==> config.mk <==
export PLATFORM = sky130hd
export DESIGN_NAME = pipe_stage_reg
export DESIGN_NICKNAME = d
export VERILOG_FILES = /design/src/rtl/pipe_pkg.sv /design/src/rtl/pipe_slot.sv /design/src/rtl/pipe_stage_reg.sv
export SDC_FILE = /design/constraint.sdc
export NUM_CORES = 1
export LEC_CHECK = 0
export CAP_MARGIN = 20
export CORE_MARGIN = 4
export CORE_UTILIZATION = 42
export CTS_CLUSTER_DIAMETER = 40
export DETAILED_ROUTE_END_ITERATION = 16
export MAX_ROUTING_LAYER = met4
export PLACE_DENSITY = 0.85
export SLEW_MARGIN = 20
export SYNTH_ARGS = -nofsm -noshare
export SYNTH_HDL_FRONTEND = slang
export SYNTH_SLANG_ARGS = --single-unit
export TNS_END_PERCENT = 100
==> constraint.sdc <==
create_clock -name clk -period 3.5 [get_ports clk]
set_clock_uncertainty 0.2 [all_clocks]
set_input_delay 0.7 -clock clk [delete_from_list [all_inputs] [get_ports clk]]
set_output_delay 0.7 -clock clk [all_outputs]
set_load 0.02 [all_outputs]
==> src/rtl/pipe_pkg.sv <==
// Shared types and per-stage widths for the elastic MIPS pipeline stage registers.
package pipe_pkg;

    typedef enum logic [1:0] {
        PS_EMPTY = 2'd0,
        PS_FULL  = 2'd1,
        PS_SKID  = 2'd2
    } pipe_state_e;

    // Per-boundary bundle widths (ctl bits / data bits)
    localparam int unsigned IFID_CTL_W   = 1;
    localparam int unsigned IFID_DATA_W  = 64;
    localparam int unsigned IDEX_CTL_W   = 9;
    localparam int unsigned IDEX_DATA_W  = 138;
    localparam int unsigned EXMEM_CTL_W  = 5;
    localparam int unsigned EXMEM_DATA_W = 133;
    localparam int unsigned MEMWB_CTL_W  = 2;
    localparam int unsigned MEMWB_DATA_W = 69;

    localparam int unsigned CTL_MEMREAD  = 4;
    localparam int unsigned CTL_MEMWRITE = 3;

endpackage

==> src/rtl/pipe_slot.sv <==
// One valid+ctl+data register; clear wins over load and returns ctl to CTL_RST.
module pipe_slot
    import pipe_pkg::*;
#(
    parameter int unsigned     CTL_W   = EXMEM_CTL_W,
    parameter int unsigned     DATA_W  = EXMEM_DATA_W,
    parameter logic [CTL_W-1:0] CTL_RST = '0
) (
    input  logic              clk,
    input  logic              rst,
    input  logic              clr_i,
    input  logic              ld_i,
    input  logic [CTL_W-1:0]  ctl_i,
    input  logic [DATA_W-1:0] data_i,
    output logic              valid_o,
    output logic [CTL_W-1:0]  ctl_o,
    output logic [DATA_W-1:0] data_o
);

    logic              valid_q;
    logic [CTL_W-1:0]  ctl_q;
    logic [DATA_W-1:0] data_q;

    always_ff @(posedge clk) begin
        if (rst || clr_i) begin
            valid_q <= 1'b0;
            ctl_q   <= CTL_RST;
            data_q  <= '0;
        end else if (ld_i) begin
            valid_q <= 1'b1;
            ctl_q   <= ctl_i;
            data_q  <= data_i;
        end
    end

    assign valid_o = valid_q;
    assign ctl_o   = ctl_q;
    assign data_o  = data_q;

endmodule

==> src/rtl/pipe_stage_reg.sv <==
// Elastic inter-stage register with valid/ready, flush and bubble control forcing.
// PIPE_SKID_EN adds a skid slot and a registered in_ready; otherwise in_ready is combinational.
module pipe_stage_reg
    import pipe_pkg::*;
#(
    parameter int unsigned      CTL_W   = EXMEM_CTL_W,
    parameter int unsigned      DATA_W  = EXMEM_DATA_W,
    parameter logic [CTL_W-1:0] CTL_RST = '0
) (
    input  logic              clk,
    input  logic              rst,
    input  logic              flush,
    input  logic              in_valid,
    output logic              in_ready,
    input  logic [CTL_W-1:0]  in_ctl,
    input  logic [DATA_W-1:0] in_data,
    output logic              out_valid,
    input  logic              out_ready,
    output logic [CTL_W-1:0]  out_ctl,
    output logic [DATA_W-1:0] out_data
);

    pipe_state_e       state_q;
    logic              xfer_in;
    logic              xfer_out;
    logic              main_ld;
    logic              main_clr;
    logic [CTL_W-1:0]  main_ctl_d;
    logic [DATA_W-1:0] main_data_d;

    assign xfer_in  = in_valid & in_ready;
    assign xfer_out = out_valid & out_ready;

`ifdef PIPE_SKID_EN
    logic              in_ready_q;
    logic              skid_ld;
    logic              skid_clr;
    logic              skid_valid;
    logic [CTL_W-1:0]  skid_ctl;
    logic [DATA_W-1:0] skid_data;

    assign in_ready = in_ready_q;

    // Slot steering: skid refills main in SKID so arrival order is kept
    always_comb begin
        main_ld     = 1'b0;
        main_clr    = 1'b0;
        skid_ld     = 1'b0;
        skid_clr    = 1'b0;
        main_ctl_d  = in_ctl;
        main_data_d = in_data;
        case (state_q)
            PS_EMPTY: main_ld = xfer_in;
            PS_FULL: begin
                main_ld  = xfer_in & xfer_out;
                main_clr = xfer_out & ~xfer_in;
                skid_ld  = xfer_in & ~xfer_out;
            end
            PS_SKID: begin
                main_ld     = xfer_out & skid_valid;
                skid_clr    = xfer_out;
                main_ctl_d  = skid_ctl;
                main_data_d = skid_data;
            end
            default: ;
        endcase
        if (flush) begin
            main_clr = 1'b1;
            skid_clr = 1'b1;
        end
    end

    always_ff @(posedge clk) begin
        if (rst || flush) begin
            state_q    <= PS_EMPTY;
            in_ready_q <= 1'b1;
        end else begin
            case (state_q)
                PS_EMPTY: if (xfer_in) state_q <= PS_FULL;
                PS_FULL: begin
                    if (xfer_in && !xfer_out) begin
                        state_q    <= PS_SKID;
                        in_ready_q <= 1'b0;
                    end else if (xfer_out && !xfer_in) begin
                        state_q <= PS_EMPTY;
                    end
                end
                PS_SKID: begin
                    if (xfer_out) begin
                        state_q    <= PS_FULL;
                        in_ready_q <= 1'b1;
                    end
                end
                default: begin
                    state_q    <= PS_EMPTY;
                    in_ready_q <= 1'b1;
                end
            endcase
        end
    end

    pipe_slot #(
        .CTL_W   (CTL_W),
        .DATA_W  (DATA_W),
        .CTL_RST (CTL_RST)
    ) u_skid (
        .clk     (clk),
        .rst     (rst),
        .clr_i   (skid_clr),
        .ld_i    (skid_ld),
        .ctl_i   (in_ctl),
        .data_i  (in_data),
        .valid_o (skid_valid),
        .ctl_o   (skid_ctl),
        .data_o  (skid_data)
    );
`else
    // Without a skid slot, accept only when the held entry leaves this cycle
    assign in_ready = (state_q == PS_EMPTY) | out_ready;

    always_comb begin
        main_ld     = xfer_in;
        main_clr    = flush | (xfer_out & ~xfer_in);
        main_ctl_d  = in_ctl;
        main_data_d = in_data;
    end

    always_ff @(posedge clk) begin
        if (rst || flush) begin
            state_q <= PS_EMPTY;
        end else if (xfer_in) begin
            state_q <= PS_FULL;
        end else if (xfer_out) begin
            state_q <= PS_EMPTY;
        end
    end
`endif

    pipe_slot #(
        .CTL_W   (CTL_W),
        .DATA_W  (DATA_W),
        .CTL_RST (CTL_RST)
    ) u_main (
        .clk     (clk),
        .rst     (rst),
        .clr_i   (main_clr),
        .ld_i    (main_ld),
        .ctl_i   (main_ctl_d),
        .data_i  (main_data_d),
        .valid_o (out_valid),
        .ctl_o   (out_ctl),
        .data_o  (out_data)
    );

endmodule

# --- Word level (Yosys, flattened, before mapping) ---
# Index checks and enable logic that the tools add are counted.
word_totals:
  register_bits: 140
  in_bits: 143
  output_inout_bits: 140
classes:
  reduce_logical: 4
  muxes: 2
  bitwise: 6
ops:
  columns: ["op", "count"]
  rows:
  - ["AND 1 bit", 3]
  - ["logical NOT 2 bit", 1]
  - ["logical OR 1 bit", 2]
  - ["two-way mux 1 bit", 2]
  - ["bitwise OR 1 bit", 2]
  - ["nonzero test 2 bit", 1]
  - ["NOT 1 bit", 1]

# --- Logic depth before layout (Yosys ltp) ---
# Gate-level depths: netlist of run 1.
logic_depth:
  word_depth: 7
  ltp_mapped: 7
  depth_no_buf: 4

# --- Cells and area by module ---
# Synthesis of run 1 repeated with hierarchy kept, for this count alone.
hier_totals:
  hier_cells: 458
  area_unflattened_um2: 5041.1
modules_own_cells:
  columns: ["module", "n_inst", "cells_each", "area_per_inst_um2", "seq_area_each_um2"]
  rows:
  - ["pipe_slot", 1, 450, 4978.5, 2782.7]
  - ["pipe_stage_reg", 1, 8, 62.6, 20.0]

# --- Least setup slack after synthesis of run 1 ---
# No wires, ideal clock.
synth_path:
  path_kind: "input to output"
  from: "input port out_ready"
  to: "output port in_ready"
  path_buffers: 1
  t_arrival_ps: 1295
  setup_slack_ps: 1305
  stages: 3
  cell_sequence: "nor2b_1 -> clkinv_1 -> clkbuf_1"
synth_via:
  elab_chain_cells: 1
synth_rtl:
  columns: ["element", "line", "text"]
  rows:
  - ["start: declaration", "pipe_stage_reg.sv:18", "input logic out_ready,"]
  - ["bitwise OR 1 bit", "pipe_stage_reg.sv:119", "assign in_ready = (state_q == PS_EMPTY) | out_ready;"]
  - ["end: declaration", "pipe_stage_reg.sv:14", "output logic in_ready,"]
# No other way between the ends.

# --- Final worst setup path of run 1 ---
# Ends and elaborated chain as after synthesis.

==> summary.md, run 1 <==
| Metric | Value |
|---|---|
| Initial DRC Count | `623` |
| Comb pwr share | `0.133` |
| Hold crit path type | `reg -> reg` |
| Worst Tran Pin Value | `797.9 ps` |
| Finished Layout Cells | `1055` |
| Synth unique cells | `14` |
| Setup WS pre-CTS | `566.5 ps` |
| Unrepaired setup endpoints after global routing | `false` |
| Syn Area/Cell | `8.396 sq um` |
| Switching share of power | `0.2292` |
| Cell Pwr Density | `465.1 mW/mm^2` |
| Crit Path Class | `in -> out` |
| Die Y | `121.0 um` |
| CP dominant cell by count | `clkdlybuf4s50_1` |
| CTS max path bufs | `2` |
| Min Tclk post-route | `2929 ps` |
| DRT Wirelength | `18160 um` |
| Main combinational cell family by area after synthesis | `compound AO/OA/AOI/OAI gates` |
| Worst path slowest cell | `clkdlybuf4s50_1` |
| Antenna diodes | `0` |
| Seq cells post-synth | `140` |
| Mux cell area share after synthesis | `0` |
| CTS root buffer | `clkbuf_16` |
| P&R area growth vs syn | `63.06%` |
| Placed Instances | `1024` |
| Syn_nets | `782` |
| Worst setup SP type | `input pin` |
| Final worst slack | `570.7 ps` |
| Ports | `283` |
| H-tree depth | `4` |
| Rows | `41` |
| Compound-Gate Fraction of Synth Area | `0.2743` |
| Final period util | `0.8369` |
| DRT Pass-1 Iters | `6` |
| Setup crit end kind | `output pin` |
| DRC violations left | `0` |
| Crit path largest cell delay | `600 ps` |
| Port bufs | `282` |
| Fraction of the mapped netlist area in simple logic gates | `0.1320` |
| Internal | `3.136 mW` |
| Leak pwr | `3.019 nW` |
| Area share of the largest cell type after synthesis | `0.5224` |
| Initial antenna violation count | `0` |
| Final Hold Vio Count | `0` |
| Required time worst endpoint | `2600 ps` |
| Area of the mapped netlist | `0.005365 sq mm` |
| Total congestion overflow | `0` |
| CTS tree | `built` |
| Post-cts repair resize count | `0` |
| Routed Antenna Nets | `0` |
| Synth area leader | `dfxtp_1` |
| Clock Power Share | `0.456` |
| Nets | `1014` |
| Status | `complete, no violations` |
| Clock latency on the worst-skew pair | `410 ps` |
| Final setup fails | `0` |
| Ys Warns | `0` |
| CTS sink cnt | `140` |
| Initial Util | `0.4269` |
| Vias in the first global route | `5578` |
| Critical Path AT | `2030 ps` |
| Synth top area cells | `dfxtp_1 52%, nand3_1 13%, o21ai_0 13%` |
| Slew Limit Fails | `0` |
| Maximum Capacitance Violations | `0` |
| Core footprint | `0.01257 sq mm` |
| Layout cell share with drive strength beyond 1 | `0.06908` |
| Drt via density | `5.458` |
| Area share of xor/xnor cells in the synthesized design | `0` |
| Switch Pwr | `0.9326 mW` |
| Gr usage total | `0.2453` |
| CP max FO | `2` |
| First-pass GRT wire length | `27960 um` |
| Hold_buf cts | `0` |
| Clock slew at reported path FFs | `50 ps` |
| TNS Setup | `0 ps` |
| Max VDD drop | `430.8 uV` |
| Largest net degree at the start of global routing | `140` |
| Routed len/inst | `17.22 um` |
| Die Area | `0.01465 sq mm` |
| Final hold slack | `271.7 ps` |
| HPWL Detailed | `11230 um` |
| Setup Buffers After CTS | `0` |
| Max-Slew Margin vs Limit | `0.4681` |
| Num CTS Buffers | `17` |
| Via count | `5758` |
| Peak Freq | `0.3414 GHz` |
| Synth Area in Adders | `0` |
| GPL Wtd Cong | `0.7666` |
| Die Wd | `121.0 um` |
| Seq/Total Area, Yosys | `0.5224` |
| Sequential share of power | `0.410` |
| Post-Synthesis Cells | `639` |
| Crit path cell chain | `clkdlybuf4s50_1 -> nor2b_4 -> inv_4 -> clkdlybuf4s50_1` |
cells in the mapped netlist:
| cell type | n |
|---|---|
| nand3_1 | 138 |
| a311o_1 | 1 |
| nor2_1 | 3 |
| clkinv_1 | 1 |
| buf_2 | 3 |
| buf_1 | 11 |
| nor2b_1 | 1 |
| a21oi_1 | 119 |
| dfxtp_1 | 140 |
| buf_6 | 11 |
| o21ai_0 | 138 |
| a21oi_2 | 20 |
| clkbuf_1 | 52 |
| inv_2 | 1 |
power groups by stage:
stage	sequential (mW)	clock (mW)	combinational [mW]
CTS	1.67	1.88	0.544
global placement	1.70	0	0.535
global route	1.68	1.95	0.578
detailed placement	1.70	0	0.539
floorplan	1.77	0	0.181
finish	1.67	1.86	0.542
final cells by class:
type	instances	area (sq um)
Multi-Input combinational cell	420	2188
Clock buffer	25	505.5
Fill cell	919	3820
Timing Repair Buffer	290	2918
Inverter	2	11.26
Tap cell	172	215.2
Clock inverter	6	107.6
Sequential cell	140	2803
state kept, by name (all words and copies together), names as in the netlist:
signal          count
u_main.ctl_o        5
u_main.valid_o      1
state_q             1
u_main.data_o     133
metrics by stage:
step / instance area, sq um / util / total power [mW]
global route: 8748 / 0.6961 / 4.207
finish: 8748 / 0.6961 / 4.069
detailed placement: 8135 / 0.6473 / 2.243
floorplan: 5365 / - / 1.947
global placement: 8135 / 0.6473 / 2.237
CTS: 8748 / 0.6961 / 4.091
cell families (layout without fill, tap and decap cells):
family / Yosys count / count (layout)
AOI/OAI and AO/OA: 278 / 278
buffers and inverters: 79 / 323
DFF: 140 / 140
and+or+nand+nor: 142 / 142
layout by cell type, fill, tap and decap left out, drive strengths merged:
cell type	instances
a311o	1
a21oi	139
clkbuf	25
nor2b	1
bufinv	3
nor2	3
clkinv	3
nand3	138
o21ai	138
buf	9
inv	1
dfxtp	140
clkdlybuf4s50	281
clkinvlp	1
metal layers:
metal / share of wire / wire, um / track usage
met1: 0.40 / 7352 / 0.2830
met3: 0.092 / 1677 / 0.08811
met5: 0 / 0 / -
met2: 0.48 / 8705 / 0.3939
met4: 0.024 / 428 / 0.08994
path summary, 6_finish.rpt:
check                   startpoint               end  slack [ps]  cells past startpoint
setup / recovery         out_ready          in_ready         570                      4
hold / removal    u_main.data_o[6]  u_main.data_o[6]         270                      2
setup reg to reg        state_q[0]   u_main.ctl_o[1]        1760                      5
hold reg to reg   u_main.data_o[6]  u_main.data_o[6]         270                      2
worst max-delay path, delay by kind of cell:
family                 cells  cell delay (ps)
buffers and inverters      3             1250
AND/OR/NAND/NOR            1               80
No activity file was read; power rests on OpenSTA's default activity.
==> run 2, diff against run 1 <==
- CORE_UTILIZATION: 42 -> 39
- PLACE_DENSITY: 0.85 -> 0.8
- clock period: 3.5 -> 3.1 ns (I/O delays scaled with it)
==> summary.md, run 2 (synthesized netlist as in run 1, its figures left out) <==
| Metric | Value |
|---|---|
| Routed len/inst | `17.11 um (-0.60%)` |
| Hold crit path type | `reg -> reg` |
| Clock slew at reported path FFs | `60 ps (about the same)` |
| Die Y | `125.3 um (+3.5%)` |
| GPL Wtd Cong | `0.8142 (+6.2%)` |
| Die Wd | `125.3 um (+3.5%)` |
| Total congestion overflow | `0 (unchanged)` |
| Initial Util | `0.4019 (-0.02493)` |
| Max VDD drop | `342.2 uV (-21%)` |
| Ports | `283 (unchanged)` |
| Gr usage total | `0.2277 (-0.01762)` |
| Commonest non-fill, non-tap cell in the layout | `clkdlybuf4s50_1` |
| DRC violations left | `0 (unchanged)` |
| Final Hold Vio Count | `0 (unchanged)` |
| Nets | `1013 (-0.099%)` |
| Crit Path Class | `in -> out` |
| Cell Pwr Density | `520.8 mW/mm^2 (+12%)` |
| Setup Buffers After CTS | `0 (unchanged)` |
| Routed Antenna Nets | `0 (unchanged)` |
| Final setup fails | `0 (unchanged)` |
| Peak Freq | `0.3709 GHz` |
| DRT Wirelength | `18110 um (-0.31%)` |
| Core footprint | `0.01335 sq mm (+6.2%)` |
| Min Tclk post-route | `2697 ps` |
| Leak pwr | `3.025 nW (+0.22%)` |
| CTS tree | `built` |
| CTS max path bufs | `2 (unchanged)` |
| Switch Pwr | `1.064 mW (+14%)` |
| Initial antenna violation count | `0 (unchanged)` |
| Initial DRC Count | `506 (-19%)` |
| Vias in the first global route | `5417 (-2.9%)` |
| Num CTS Buffers | `17 (unchanged)` |
| Layout fillers | `1159 (+26%)` |
| Worst Tran Pin Value | `692.0 ps (-105.9 ps)` |
| Status | `complete, no violations` |
| P&R area growth vs syn | `63.41%` |
| DRT Pass-1 Iters | `4 (-2)` |
| Port bufs | `282 (unchanged)` |
| Antenna diodes | `0 (unchanged)` |
| Internal | `3.502 mW (+12%)` |
| Comb pwr share | `0.135 (+0.002)` |
| Hold_buf cts | `0 (unchanged)` |
| Max reg flops | `133 (unchanged)` |
| HPWL Detailed | `11300 um (+0.60%)` |
| H-tree depth | `4 (unchanged)` |
| Worst setup SP type | `input pin` |
| Largest net degree at the start of global routing | `141 (+0.71%)` |
| Via count | `5643 (-2.0%)` |
| Required time worst endpoint | `2280 ps (-320 ps)` |
| Reg2Reg Depth | `4 (-1)` |
| Max-Slew Margin vs Limit | `0.5386 (+0.07058)` |
| Final hold slack | `272.0 ps (+0.2920 ps)` |
| First-pass GRT wire length | `28460 um (+1.8%)` |
| Rows | `42 (+2.4%)` |
| Slew Limit Fails | `0 (unchanged)` |
| CTS root buffer | `clkbuf_16` |
| Most frequent cells in the layout | `281 x clkdlybuf4s50_1, 140 x dfxtp_1, 138 x nand3_1, 138 x o21ai_0, 119 x a21oi_1` |
| Switching share of power | `0.2330 (+0.003802)` |
| CP max FO | `2 (unchanged)` |
| CTS sink cnt | `140 (unchanged)` |
| Maximum Capacitance Violations | `0 (unchanged)` |
| Clock latency on the worst-skew pair | `400 ps (about the same)` |
| Worst hold stages | `2 (unchanged)` |
| Layout cell share with drive strength beyond 1 | `0.07029 (+0.001212)` |
| TNS Setup | `0 ps (unchanged)` |
| Final period util | `0.8698` |
| Post-cts repair resize count | `0 (unchanged)` |
| Drt via density | `5.334 (-2.3%)` |
| Setup crit end kind | `output pin` |
| Die Area | `0.01570 sq mm (+7.2%)` |
| Clock Power Share | `0.453 (-0.003)` |
| Sequential share of power | `0.413 (+0.003)` |
| Unrepaired setup endpoints after global routing | `false` |
| Critical Path AT | `1880 ps (-150 ps)` |
[run 2: cell types whose count changed in the layout (fill, tap and decap cells not counted), sizes merged]
cell / delta
inv: +1
clkbuf: -4
buf: -1
clkinv: +3
[run 2: power groups by stage]
| stage | clock network [mW] | logic, mW | registers [mW] |
|---|---|---|---|
| 6_report | 2.07 | 0.615 | 1.88 |
| 5_1_grt | 2.19 | 0.658 | 1.89 |
| 4_1_cts | 2.11 | 0.617 | 1.88 |
| 3_5_place_dp | 0 | 0.613 | 1.92 |
| 3_3_place_gp | 0 | 0.611 | 1.92 |
| 2_1_floorplan | 0 | 0.204 | 1.99 |
[run 2: layout make-up]
cell class	count	area [sq um]	area share
Inverter	2	11.26	0.001284
Clock inverter	10	138.9	0.01584
Sequential cell	140	2803	0.3197
Multi-Input combinational cell	420	2188	0.2496
Timing Repair Buffer	289	2935	0.3348
Tap cell	176	220.2	0.02512
Clock buffer	21	470.5	0.05366
[run 2: worst max-delay path: stages]
cell and delay (ps):
clkdlybuf4s50_1 520, nor2b_4 70, inv_4 60, clkdlybuf4s50_1 600
[run 2: worst paths after layout]
| path | slack, ps | endpoint | from |
|---|---|---|---|
| setup / recovery | 400 | in_ready | out_ready |
| hold / removal | 270 | u_main.data_o[105] | u_main.data_o[105] |
| setup reg to reg | 1420 | u_main.data_o[30] | state_q[0] |
| hold reg to reg | 270 | u_main.data_o[105] | u_main.data_o[105] |
[run 2: per-stage QoR]
stage	util	worst slack, ps	cells	total power, mW	instance area (sq um)
2_1_floorplan	-	1065	639	2.198	5365
3_5_place_dp	0.6112	397.9	1027	2.536	8158
3_3_place_gp	0.6112	398.2	1027	2.531	8158
5_1_grt	0.6568	351.2	1058	4.743	8767
6_report	0.6568	403.5	1058	4.566	8767
4_1_cts	0.6568	395.4	1058	4.616	8767
[run 2: layer usage]
metal	part of all wire	GRT usage
met5	0	-
met4	0.024	0.08355
met3	0.084	0.07249
met2	0.47	0.3432
met1	0.42	0.2877
==> run 3, diff against run 2 <==
- CORE_UTILIZATION: 39 -> 38
- SYNTH_HIERARCHICAL: not set -> 1
==> summary.md, run 3 <==
| Metric | Value |
|---|---|
| Setup crit end kind | `output pin` |
| Internal | `3.498 mW (-0.11%)` |
| Synth Flop Type | `dfxtp_1` |
| Gr usage total | `0.1900 (-0.03768)` |
| Die Wd | `123.2 um (-1.7%)` |
| Post-Synthesis Cells | `458 (-28%)` |
| Hold crit path type | `reg -> reg` |
| Initial antenna violation count | `0 (unchanged)` |
| Layout cell share with drive strength beyond 1 | `0.05214 (-0.01816)` |
| Metal2 WL | `7437 um (-13%)` |
| CTS sink cnt | `140 (unchanged)` |
| Post-synth top cells | `141 x nor2_1, 140 x dfxtp_1, 138 x mux2i_1` |
| Max VDD drop | `262.0 uV (-23%)` |
| Syn_nets | `601 (-23%)` |
| First-pass GRT wire length | `21770 um (-23%)` |
| Num CTS Buffers | `17 (unchanged)` |
| Worst path slowest cell | `clkdlybuf4s50_1` |
| Switching share of power | `0.2215 (-0.01150)` |
| Worst setup SP type | `input pin` |
| CTS max path bufs | `2 (unchanged)` |
| RR Startpoint | `state_q[0]` |
| Die Y | `123.2 um (-1.7%)` |
| Nets | `879 (-13%)` |
| WHS Endpoint | `u_main/data_o[76]` |
| Largest net degree at the start of global routing | `73 (-48%)` |
| Reg-to-Reg End | `u_main/data_o[111]` |
| Peak Freq | `0.3726 GHz (+0.46%)` |
| Crit Path Class | `in -> out` |
| P&R area growth vs syn | `69.32%` |
| Max reg flops | `133 (unchanged)` |
| Initial Util | `0.3931 (-0.008877)` |
| Ys Warns | `6 (+6)` |
| Status | `complete, no violations` |
| Total congestion overflow | `0 (unchanged)` |
| Hold path start | `u_main/data_o[76]` |
| DRT Wirelength | `14520 um (-20%)` |
| Clock Power Share | `0.435 (-0.018)` |
| Max-Slew Margin vs Limit | `0.7654 (+0.2268)` |
| Setup Buffers After CTS | `0 (unchanged)` |
| Routed len/inst | `15.78 um (-7.8%)` |
| Area share of the largest cell type after synthesis | `0.5560 (+0.03358)` |
| Worst hold stages | `2 (unchanged)` |
| Ports | `283 (unchanged)` |
| Area of the multi-input gates | `0.001961 sq mm (-10%)` |
| Ys async rst share | `0 (unchanged)` |
| GPL Wtd Cong | `0.7880 (-3.2%)` |
| Layout fillers | `980 (-15%)` |
| Final setup fails | `0 (unchanged)` |
| Port bufs | `282 (unchanged)` |
| H-tree depth | `4 (unchanged)` |
| TNS Setup | `0 ps (unchanged)` |
| Core Util, Final | `0.6656 (+0.008737)` |
| DRC violations left | `0 (unchanged)` |
| Routed Antenna Nets | `0 (unchanged)` |
| Cell Pwr Density | `526.5 mW/mm^2 (+1.1%)` |
| DRT Pass-1 Iters | `4 (unchanged)` |
| Seq cells post-synth | `140 (unchanged)` |
| Synth area leader | `dfxtp_1` |
| Flip-flop and latch area | `0.002803 sq mm (unchanged)` |
| Sequential share of power | `0.421 (+0.008)` |
| Die Area | `0.01517 sq mm (-3.3%)` |
| Post-synth EDFFs | `0 (unchanged)` |
| Required time worst endpoint | `2280 ps (about the same)` |
| Unrepaired setup endpoints after global routing | `false` |
| Top Metal Used | `met4` |
| Met3 WL post-DR | `1153 um (-24%)` |
| CP dominant cell by count | `clkdlybuf4s50_1` |
| Final period util | `0.8658 (-0.004026)` |
| Core footprint | `0.01282 sq mm (-3.9%)` |
| R2r setup slk | `1340 ps (-80 ps)` |
| Syn Area/Cell | `11.01 sq um (+31%)` |
| Synth unique cells | `14 (unchanged)` |
| Wl on met1 | `5423 um (-29%)` |
| Setup WS pre-CTS | `430.1 ps (+32.13 ps)` |
| CTS tree | `built` |
| Area of the mapped netlist | `0.005041 sq mm (-6.0%)` |
| Reg2Reg Depth | `6 (+2)` |
| Clock slew at reported path FFs | `50 ps (about the same)` |
| Post-cts repair resize count | `0 (unchanged)` |
| Comb pwr share | `0.144 (+0.009)` |
| Clock latency on the worst-skew pair | `400 ps (about the same)` |
| Vias in the first global route | `4376 (-19%)` |
| Drt via density | `4.579 (-14%)` |
| Min Tclk post-route | `2684 ps (-12.48 ps)` |
| Slew Limit Fails | `0 (unchanged)` |
| Worst Tran Pin Value | `351.9 ps (-340.2 ps)` |
| Initial DRC Count | `166 (-67%)` |
| Most frequent cells in the layout | `282 x clkdlybuf4s50_1, 141 x nor2_1, 140 x dfxtp_1, 138 x mux2i_1, 17 x clkbuf_16` |
| Final Hold Vio Count | `0 (unchanged)` |
| Pwr Total | `4.494 mW (-1.6%)` |
| Final worst slack | `416.0 ps (+12.48 ps)` |
| Hold_buf cts | `0 (unchanged)` |
| HPWL Detailed | `10900 um (-3.5%)` |
| Switch Pwr | `0.9955 mW (-6.4%)` |
| Critical Path AT | `1860 ps (-20 ps)` |
| Count leader, synth | `nor2_1` |
| Leak pwr | `3.497 nW (+16%)` |
| Maximum Capacitance Violations | `0 (unchanged)` |
| Commonest non-fill, non-tap cell in the layout | `clkdlybuf4s50_1` |
| Synth top area cells | `dfxtp_1 56%, mux2i_1 27%, nor2_1 10%` |
| Critical path startpoint | `out_ready` |
| CTS root buffer | `clkbuf_16` |
| Rows | `41 (-2.4%)` |
| Crit path largest cell delay | `610 ps (about the same)` |
| CP max FO | `3 (+1)` |
| Via count | `4213 (-25%)` |
| Seq/Total Area, Yosys | `0.5560 (+0.03358)` |
| Antenna diodes | `0 (unchanged)` |
| Crit path cell chain | `clkdlybuf4s50_1 -> nand2b_1 -> clkdlybuf4s50_1` |
run 3: cell count changes in the layout (fill, tap and decap cells not counted), moves of 20 or more:
cell / delta
mux2i_1: +138
nand3_1: -138
nor2_1: +138
o21ai_0: -138
a21oi_1: -119
a21oi_2: -20
run 3: worst max path at each step:
stage	end	slack, ps	cells after the start
3_5_place_dp	in_ready	430	3
3_3_place_gp	in_ready	420	3
6_report	in_ready	420	3
4_1_cts	in_ready	420	3
5_1_grt	in_ready	400	3
2_1_floorplan	u_main/data_o[100]	1120	7
run 3: cell families after synthesis:
logic type             count (synthesis)  share of synthesized area
buffers and inverters                 32                    0.05609
muxes                                138                     0.2740
DFF                                  140                     0.5560
AOI/OAI and AO/OA                      3                   0.004469
and+or+nand+nor                      145                     0.1095
run 3: layer usage:
| layer | vias up | global-route usage |
|---|---|---|
| li1 | 2075 | - |
| met1 | 1928 | 0.1950 |
| met2 | 175 | 0.3303 |
| met3 | 35 | 0.05993 |
| met4 | 0 | 0.08927 |
| met5 | - | - |
run 3: worst max-delay path, delay by kind of cell:
kind                   cells  cell delay (ps)
and+or+nand+nor            1              140
buffers and inverters      2             1100
run 3: power by group through the flow:
stage / Sequential, mW / Clock (mW) / Combinational (mW)
after floorplan: 2.00 / 0 / 0.239
after global placement: 1.93 / 0 / 0.634
after detailed placement: 1.93 / 0 / 0.647
after CTS: 1.89 / 2.00 / 0.652
after global routing: 1.90 / 2.09 / 0.687
final: 1.89 / 1.95 / 0.646
run 3: layout make-up:
class | count | share of cell area
Sequential cell | 140 | 0.3283
Timing Repair Buffer | 291 | 0.3489
Multi-Input combinational cell | 286 | 0.2297
Clock buffer | 24 | 0.05761
Tap cell | 172 | 0.02521
Clock inverter | 7 | 0.01026
run 3: stage by stage:
step / instance area (sq um) / cells / hold slack, ps
global placement: 7956 / 889 / 271.3
floorplan: 5041 / 458 / 362.9
CTS: 8536 / 920 / 296.7
finish: 8536 / 920 / 291.3
detailed placement: 7956 / 889 / 281.7
global route: 8536 / 920 / 312.7
